**src/rtl/iq_decim_pkg.sv**
```systemverilog
// Shared types and arithmetic helpers for the I/Q integrate-and-dump decimator.
// Optional feature: define IQ_DECIM_ROUND_EN for round-half-up scaling,
// otherwise the average is floor-truncated.
package iq_decim_pkg;

    typedef enum logic [1:0] {
        ACC_I = 2'd0,
        ACC_Q = 2'd1,
        OUT_I = 2'd2,
        OUT_Q = 2'd3
    } state_t;

    // Accumulator width: one extra bit per doubling of the decimation factor.
    function automatic int acc_width(input int dw, input int dl2);
        return dw + dl2;
    endfunction

    // Divide a pair sum by 2**dl2. Carried at 64 bits so any legal
    // DW/DECIM_LOG2 combination fits; the caller narrows the result.
    function automatic logic signed [63:0] scale_sum(input logic signed [63:0] x,
                                                     input int dl2);
        logic signed [63:0] v;
        v = x;
`ifdef IQ_DECIM_ROUND_EN
        if (dl2 > 0) begin
            v = v + (64'sd1 <<< (dl2 - 1));
        end
`endif
        return v >>> dl2;
    endfunction

endpackage

```
**src/rtl/iq_decimator_accumulator.sv**
```systemverilog
// One channel of the decimator: running sum, clear-on-dump and the scaled
// average of (running sum + current sample).
module iq_accumulator
    import iq_decim_pkg::*;
#(
    parameter int DW         = 16,
    parameter int DECIM_LOG2 = 4
) (
    input  logic          clk,
    input  logic          rst,
    input  logic          i_en,
    input  logic          i_dump,
    input  logic [DW-1:0] i_x,
    output logic [DW-1:0] o_scaled
);

    localparam int AW = acc_width(DW, DECIM_LOG2);

    logic signed [AW-1:0] r_acc;
    logic signed [AW-1:0] w_sum;

    assign w_sum    = r_acc + AW'($signed(i_x));
    // The sum of DECIM in-range samples divided by DECIM is always in range,
    // so narrowing back to DW bits never wraps.
    assign o_scaled = DW'(scale_sum(64'(w_sum), DECIM_LOG2));

    // Accumulate on each completed pair; the dump pair restarts from zero.
    always_ff @(posedge clk or posedge rst) begin
        if (rst) begin
            r_acc <= '0;
        end else if (i_en) begin
            r_acc <= i_dump ? '0 : w_sum;
        end
    end

endmodule

```
**src/rtl/iq_decimator.sv**
```systemverilog
// Integrate-and-dump decimator for an interleaved I/Q stream (last marks Q).
// Averages 2**DECIM_LOG2 I/Q pairs and emits one averaged pair.
// Optional feature: define IQ_DECIM_ROUND_EN for round-half-up averaging.
module iq_decimator
    import iq_decim_pkg::*;
#(
    parameter int DW         = 16,
    parameter int DECIM_LOG2 = 4
) (
    input  logic          clk,
    input  logic          rst,
    input  logic [DW-1:0] data_i,
    input  logic          valid_i,
    input  logic          last_i,
    output logic          ready_o,
    output logic [DW-1:0] data_o,
    output logic          valid_o,
    output logic          last_o,
    input  logic          ready_i,
    output logic          sync_err_o
);

    localparam int DECIM = 1 << DECIM_LOG2;
    localparam int CW    = (DECIM_LOG2 > 0) ? DECIM_LOG2 : 1;
    localparam logic [CW-1:0] CNT_LAST = CW'(DECIM - 1);

    state_t        r_state;
    logic [CW-1:0] r_cnt;
    logic [DW-1:0] r_hold_i;
    logic [DW-1:0] r_out_i;
    logic [DW-1:0] r_out_q;
    logic          r_sync_err;

    logic          w_in_xfer;
    logic          w_pair;
    logic          w_dump;
    logic [DW-1:0] w_scaled_i;
    logic [DW-1:0] w_scaled_q;

    // All outputs come from registers or the state register only.
    assign ready_o    = (r_state == ACC_I) || (r_state == ACC_Q);
    assign valid_o    = (r_state == OUT_I) || (r_state == OUT_Q);
    assign last_o     = (r_state == OUT_Q);
    assign data_o     = (r_state == OUT_I) ? r_out_i :
                        (r_state == OUT_Q) ? r_out_q : '0;
    assign sync_err_o = r_sync_err;

    assign w_in_xfer = valid_i & ready_o;
    assign w_pair    = w_in_xfer & (r_state == ACC_Q) & last_i;
    assign w_dump    = w_pair & (r_cnt == CNT_LAST);

    iq_accumulator #(
        .DW        (DW),
        .DECIM_LOG2(DECIM_LOG2)
    ) u_acc_i (
        .clk     (clk),
        .rst     (rst),
        .i_en    (w_pair),
        .i_dump  (w_dump),
        .i_x     (r_hold_i),
        .o_scaled(w_scaled_i)
    );

    iq_accumulator #(
        .DW        (DW),
        .DECIM_LOG2(DECIM_LOG2)
    ) u_acc_q (
        .clk     (clk),
        .rst     (rst),
        .i_en    (w_pair),
        .i_dump  (w_dump),
        .i_x     (data_i),
        .o_scaled(w_scaled_q)
    );

    // Pair-alignment FSM, pair counter, orphan-I hold and dump registers.
    always_ff @(posedge clk or posedge rst) begin
        if (rst) begin
            r_state    <= ACC_I;
            r_cnt      <= '0;
            r_hold_i   <= '0;
            r_out_i    <= '0;
            r_out_q    <= '0;
            r_sync_err <= 1'b0;
        end else begin
            r_sync_err <= 1'b0;
            case (r_state)
                ACC_I: begin
                    if (w_in_xfer) begin
                        if (last_i) begin
                            // Q without a preceding I: drop it.
                            r_sync_err <= 1'b1;
                        end else begin
                            r_hold_i <= data_i;
                            r_state  <= ACC_Q;
                        end
                    end
                end
                ACC_Q: begin
                    if (w_in_xfer) begin
                        if (!last_i) begin
                            // A second I: the newer one becomes the pair's I.
                            r_sync_err <= 1'b1;
                            r_hold_i   <= data_i;
                        end else if (w_dump) begin
                            r_out_i <= w_scaled_i;
                            r_out_q <= w_scaled_q;
                            r_cnt   <= '0;
                            r_state <= OUT_I;
                        end else begin
                            r_cnt   <= r_cnt + CW'(1);
                            r_state <= ACC_I;
                        end
                    end
                end
                OUT_I: begin
                    if (ready_i) begin
                        r_state <= OUT_Q;
                    end
                end
                OUT_Q: begin
                    if (ready_i) begin
                        r_state <= ACC_I;
                    end
                end
                default: r_state <= ACC_I;
            endcase
        end
    end

endmodule

```
**config.mk**
```make
export PLATFORM = sky130hd
export DESIGN_NAME = iq_decimator
export DESIGN_NICKNAME = d
export VERILOG_FILES = /design/src/rtl/iq_decim_pkg.sv /design/src/rtl/iq_decimator_accumulator.sv /design/src/rtl/iq_decimator.sv
export SDC_FILE = /design/constraint.sdc
export NUM_CORES = 1
export LEC_CHECK = 0
export BUFFER_PORTS_ARGS = -buffer_cell sky130_fd_sc_hd__clkbuf_2
export CORE_ASPECT_RATIO = 2
export CORE_MARGIN = 5
export CORE_UTILIZATION = 40
export CTS_BUF_LIST = sky130_fd_sc_hd__clkbuf_4 sky130_fd_sc_hd__clkbuf_8 sky130_fd_sc_hd__clkbuf_16
export DETAILED_ROUTE_END_ITERATION = 8
export PLACE_DENSITY_LB_ADDON = 0.05
export SETUP_SLACK_MARGIN = 0.3
export SLEW_MARGIN = 10
export SYNTH_ARGS = -nofsm -noshare
export SYNTH_HDL_FRONTEND = slang
export SYNTH_SLANG_ARGS = --single-unit
```
**constraint.sdc**
```tcl
create_clock -name clk -period 3.8 [get_ports clk]
set_input_delay 0.38 -clock clk [delete_from_list [all_inputs] [get_ports clk]]
set_output_delay 0.38 -clock clk [all_outputs]
set_load 0.005 [all_outputs]
```
==> flow_summary_export.csv <==
group,metric,value,unit
run_status,status,"finished, final reports clean",
drt,drt-initial-drc-count,190,
synth,synth-seq-cells,95,
worst_setup_path,required,4030,ps
placement,place_hpwl,12.4,mm
sta,finalSetupTns,0,ps
cts,cts_tree,"done",
worst_setup_path,path_cells,"ha_1 > and4_1 > and4_1 > o21ai_0 > a211oi_1 > o21ai_0 > o21a_1 > o311ai_1",
drt,vias,4703,
drt,drt-vias-per-instance,5.69,
final_layout,synthToLayoutAreaGrowth,13.1,%
sta,slew_headroom,0.488,
synth,synth.area.top_cells,"dfrtp_1 (41%), ha_1 (8.4%), mux2_2 (5.6%), nand2_1 (4.8%), a22o_1 (3.3%)",
synth,ys_types,62,
sta,worst_slack,928,ps
placement,dpl.cell_count,811,
power_and_ir_drop,power,4.74,mW
power_and_ir_drop,power.leakage,3.13,nW
cts,cts_htree_levels,3,
sta,finalMaxSlewViolations,0,
synth,syn_avg_cell_area,9.81,sq um
cts,worstSkewPairLatency,350,ps
synth,synth.cell_area,5790,sq um
worst_setup_path,slowest_delay,670,ps
floorplanning,die_x,95.1,um
flow_run,maxCapViolations,0,
final_layout,final_layout_size_suffix_gt1_frac,0.180,
synth,synthArstFlopShare,1.00,
worst_setup_path,arrival,3100,ps
cts,clk_pin_slew,70,ps
floorplanning,pin_count,41,
floorplanning,chipHeight,180,um
synth,synth.top_cell.area_share,0.411,
sta,hold_violations,0,
synth,synth_top_area_cell,"dfrtp_1",
power_and_ir_drop,powerDensity,724,nW/um^2
sta,clock_skew,9.33,ps
sta,timing.hold.ws,160,ps
sta,finalCritPeriodShare,0.756,
worst_setup_path,endpoint_kind,"flop",
final_layout,final_core_util,0.458,
cts,cts.path.max_buffers,2,
placement,dpl_worst_slack,869,ps
floorplanning,core_area,14300,sq um
placement,globalplace.congestion,0.867,
drt,wl_per_cell,20.0,um
grt,grt_max_degree,57,
final_layout,register_area,2380,sq um
synth,syn_nets,652,
grt,track_usage,0.203,
final_layout,nFillCells,1455,
drt,ant_nets,0,
synth,yosysSeqAreaShare,0.411,
cts,post_cts_buffers,0,
synth,ys.flop_type,"dfrtp_1",
worst_setup_path,cp_max_fo,8,
floorplanning,start_util,0.405,
worst_hold_path,hold_path_class,"input port to async pin",
worst_setup_path,cp_slowest_cell,"a211oi_1",
floorplanning,rows,62,
worst_setup_path,start_kind,"flop",
cts,cts-root-buf,"clkbuf_16",
cts,cts_resized,0,
power_and_ir_drop,vdd.ir_drop.worst,0.282,mV
cts,cts.sinks,95,
final_layout,num_antenna_cells,0,
sta,fmax,348,MHz
cts,cts_buffers,9,
drt,drc,0,
drt,routed_wl,16.6,mm
synth,synth_edf_count,0,
final_layout,multi_input_area,3260,sq um
synth,syn_inst,590,
placement,port_buffers,40,
grt,grt_antenna_before_repair,0,
sta,setup_viol,0,
sta,rsz0062_at_grt,"false",
floorplanning,die-area,17100,sq um
final_layout,final_cell_area,6540,sq um
grt,grt_first_pass_wirelength,26.5,mm
grt,grt_overflow,0,
drt,first_pass_iters,4,
sta,period_needed,2870,ps
sta,tightest_slew,768,ps
final_layout,stdcell_count,827,
synth,ys_warn_count,0,
grt,grt_pass1_vias,4979,
placement,placedInstanceArea,6240,sq um
cts,postCtsHoldBufs,0,
final_layout,finalNetCount,692,
worst_setup_path,critPathKind,"flop to flop",
path summary, 6_finish.rpt:
kind / slack (ps) / start / cells after the start / endpoint
setup / recovery: 930 / u_acc_i.r_acc[10] / 8 / u_acc_i.r_acc[19]
min in group clk: 300 / data_i[4] / 2 / r_hold_i[4]
max in group asynchronous: 2810 / rst / 3 / u_acc_q.r_acc[4]
hold / removal: 160 / rst / 2 / r_hold_i[8]
setup reg to reg: 930 / u_acc_i.r_acc[10] / 8 / u_acc_i.r_acc[19]
hold reg to reg: 480 / r_out_q[6] / 2 / r_out_q[6]
cells in the mapped netlist, types with 4 or more instances:
library cell and count:
a22o_1 22, ha_1 39, clkbuf_1 17, a21oi_1 24
a21o_1 18, o21a_1 5, o21ai_0 34, xor2_1 8
o31ai_1 7, nand2_1 74, xnor2_1 19, or3_1 4
o2111ai_1 4, nor2b_1 4, nand2b_1 6, inv_1 19
nor2_1 46, a211oi_1 8, mux2_2 29, nand4_1 5
nand3_1 14, dfrtp_1 95, buf_1 5, mux2i_1 18
and3_1 7
power by group:
part	leakage (nW)	internal, mW	switching, mW
Clock	0.143	0.526	0.411
Sequential	1.22	1.26	0.172
Combinational	1.77	0.990	1.38
Total	3.13	2.77	1.96
worst max-delay path, delay by kind of cell (launching register included):
family / cells / cell delay, ps
flops: 1 / 390
simple gates: 2 / 440
fa+ha+maj: 1 / 430
compound gates: 5 / 1510
layout make-up:
| cell class | count | share of cell area |
|---|---|---|
| sequential | 95 | 0.363 |
| multi-input combinational | 452 | 0.498 |
| clock buffer | 11 | 0.0367 |
| clock inverter | 5 | 0.00899 |
| timing repair buffer | 52 | 0.0444 |
| inverter | 20 | 0.0119 |
| tap | 192 | 0.0367 |
state kept, by name (all words and copies together) (netlist names), named ones only:
name / cells
r_cnt: 4
r_hold_i: 16
r_out_i: 16
r_out_q: 16
r_state: 1
sync_err_o: 1
u_acc_i.r_acc: 20
u_acc_q.r_acc: 20
logic make-up (layout without fill, tap and decap cells):
| logic type | Yosys count | count (layout) | synth area share |
|---|---|---|---|
| buffers and inverters | 43 | 88 | 0.0281 |
| AO/OA/AOI/OAI | 163 | 163 | 0.201 |
| flip-flops | 95 | 95 | 0.411 |
| XOR/XNOR | 28 | 28 | 0.0448 |
| AND/OR/NAND/NOR | 172 | 172 | 0.134 |
| adder cells (fa/ha/maj) | 41 | 41 | 0.0912 |
| multiplexers | 48 | 48 | 0.0902 |
metal layers:
metal | up-vias | share of wire | GRT usage | routed length [um]
li1 | 2228 | - | - | -
met1 | 2323 | 0.38 | 0.224 | 6280
met2 | 110 | 0.54 | 0.363 | 8920
met3 | 42 | 0.035 | 0.0293 | 581
met4 | 0 | 0.048 | 0.109 | 789
met5 | - | 0 | 0 | 0
placed cells by master, fill, tap and decap left out, types with 9 or more instances in the layout:
cell type / n
dfrtp_1: 95
nand2_1: 74
nor2_1: 43
clkbuf_2: 40
ha_1: 39
o21ai_0: 34
mux2_2: 29
a21oi_1: 24
a22o_1: 22
xnor2_1: 19
inv_1: 18
a21o_1: 18
mux2i_1: 18
nand3_1: 13
buf_4: 12
clkbuf_16: 9
No activity file was read; power rests on OpenSTA's default activity.
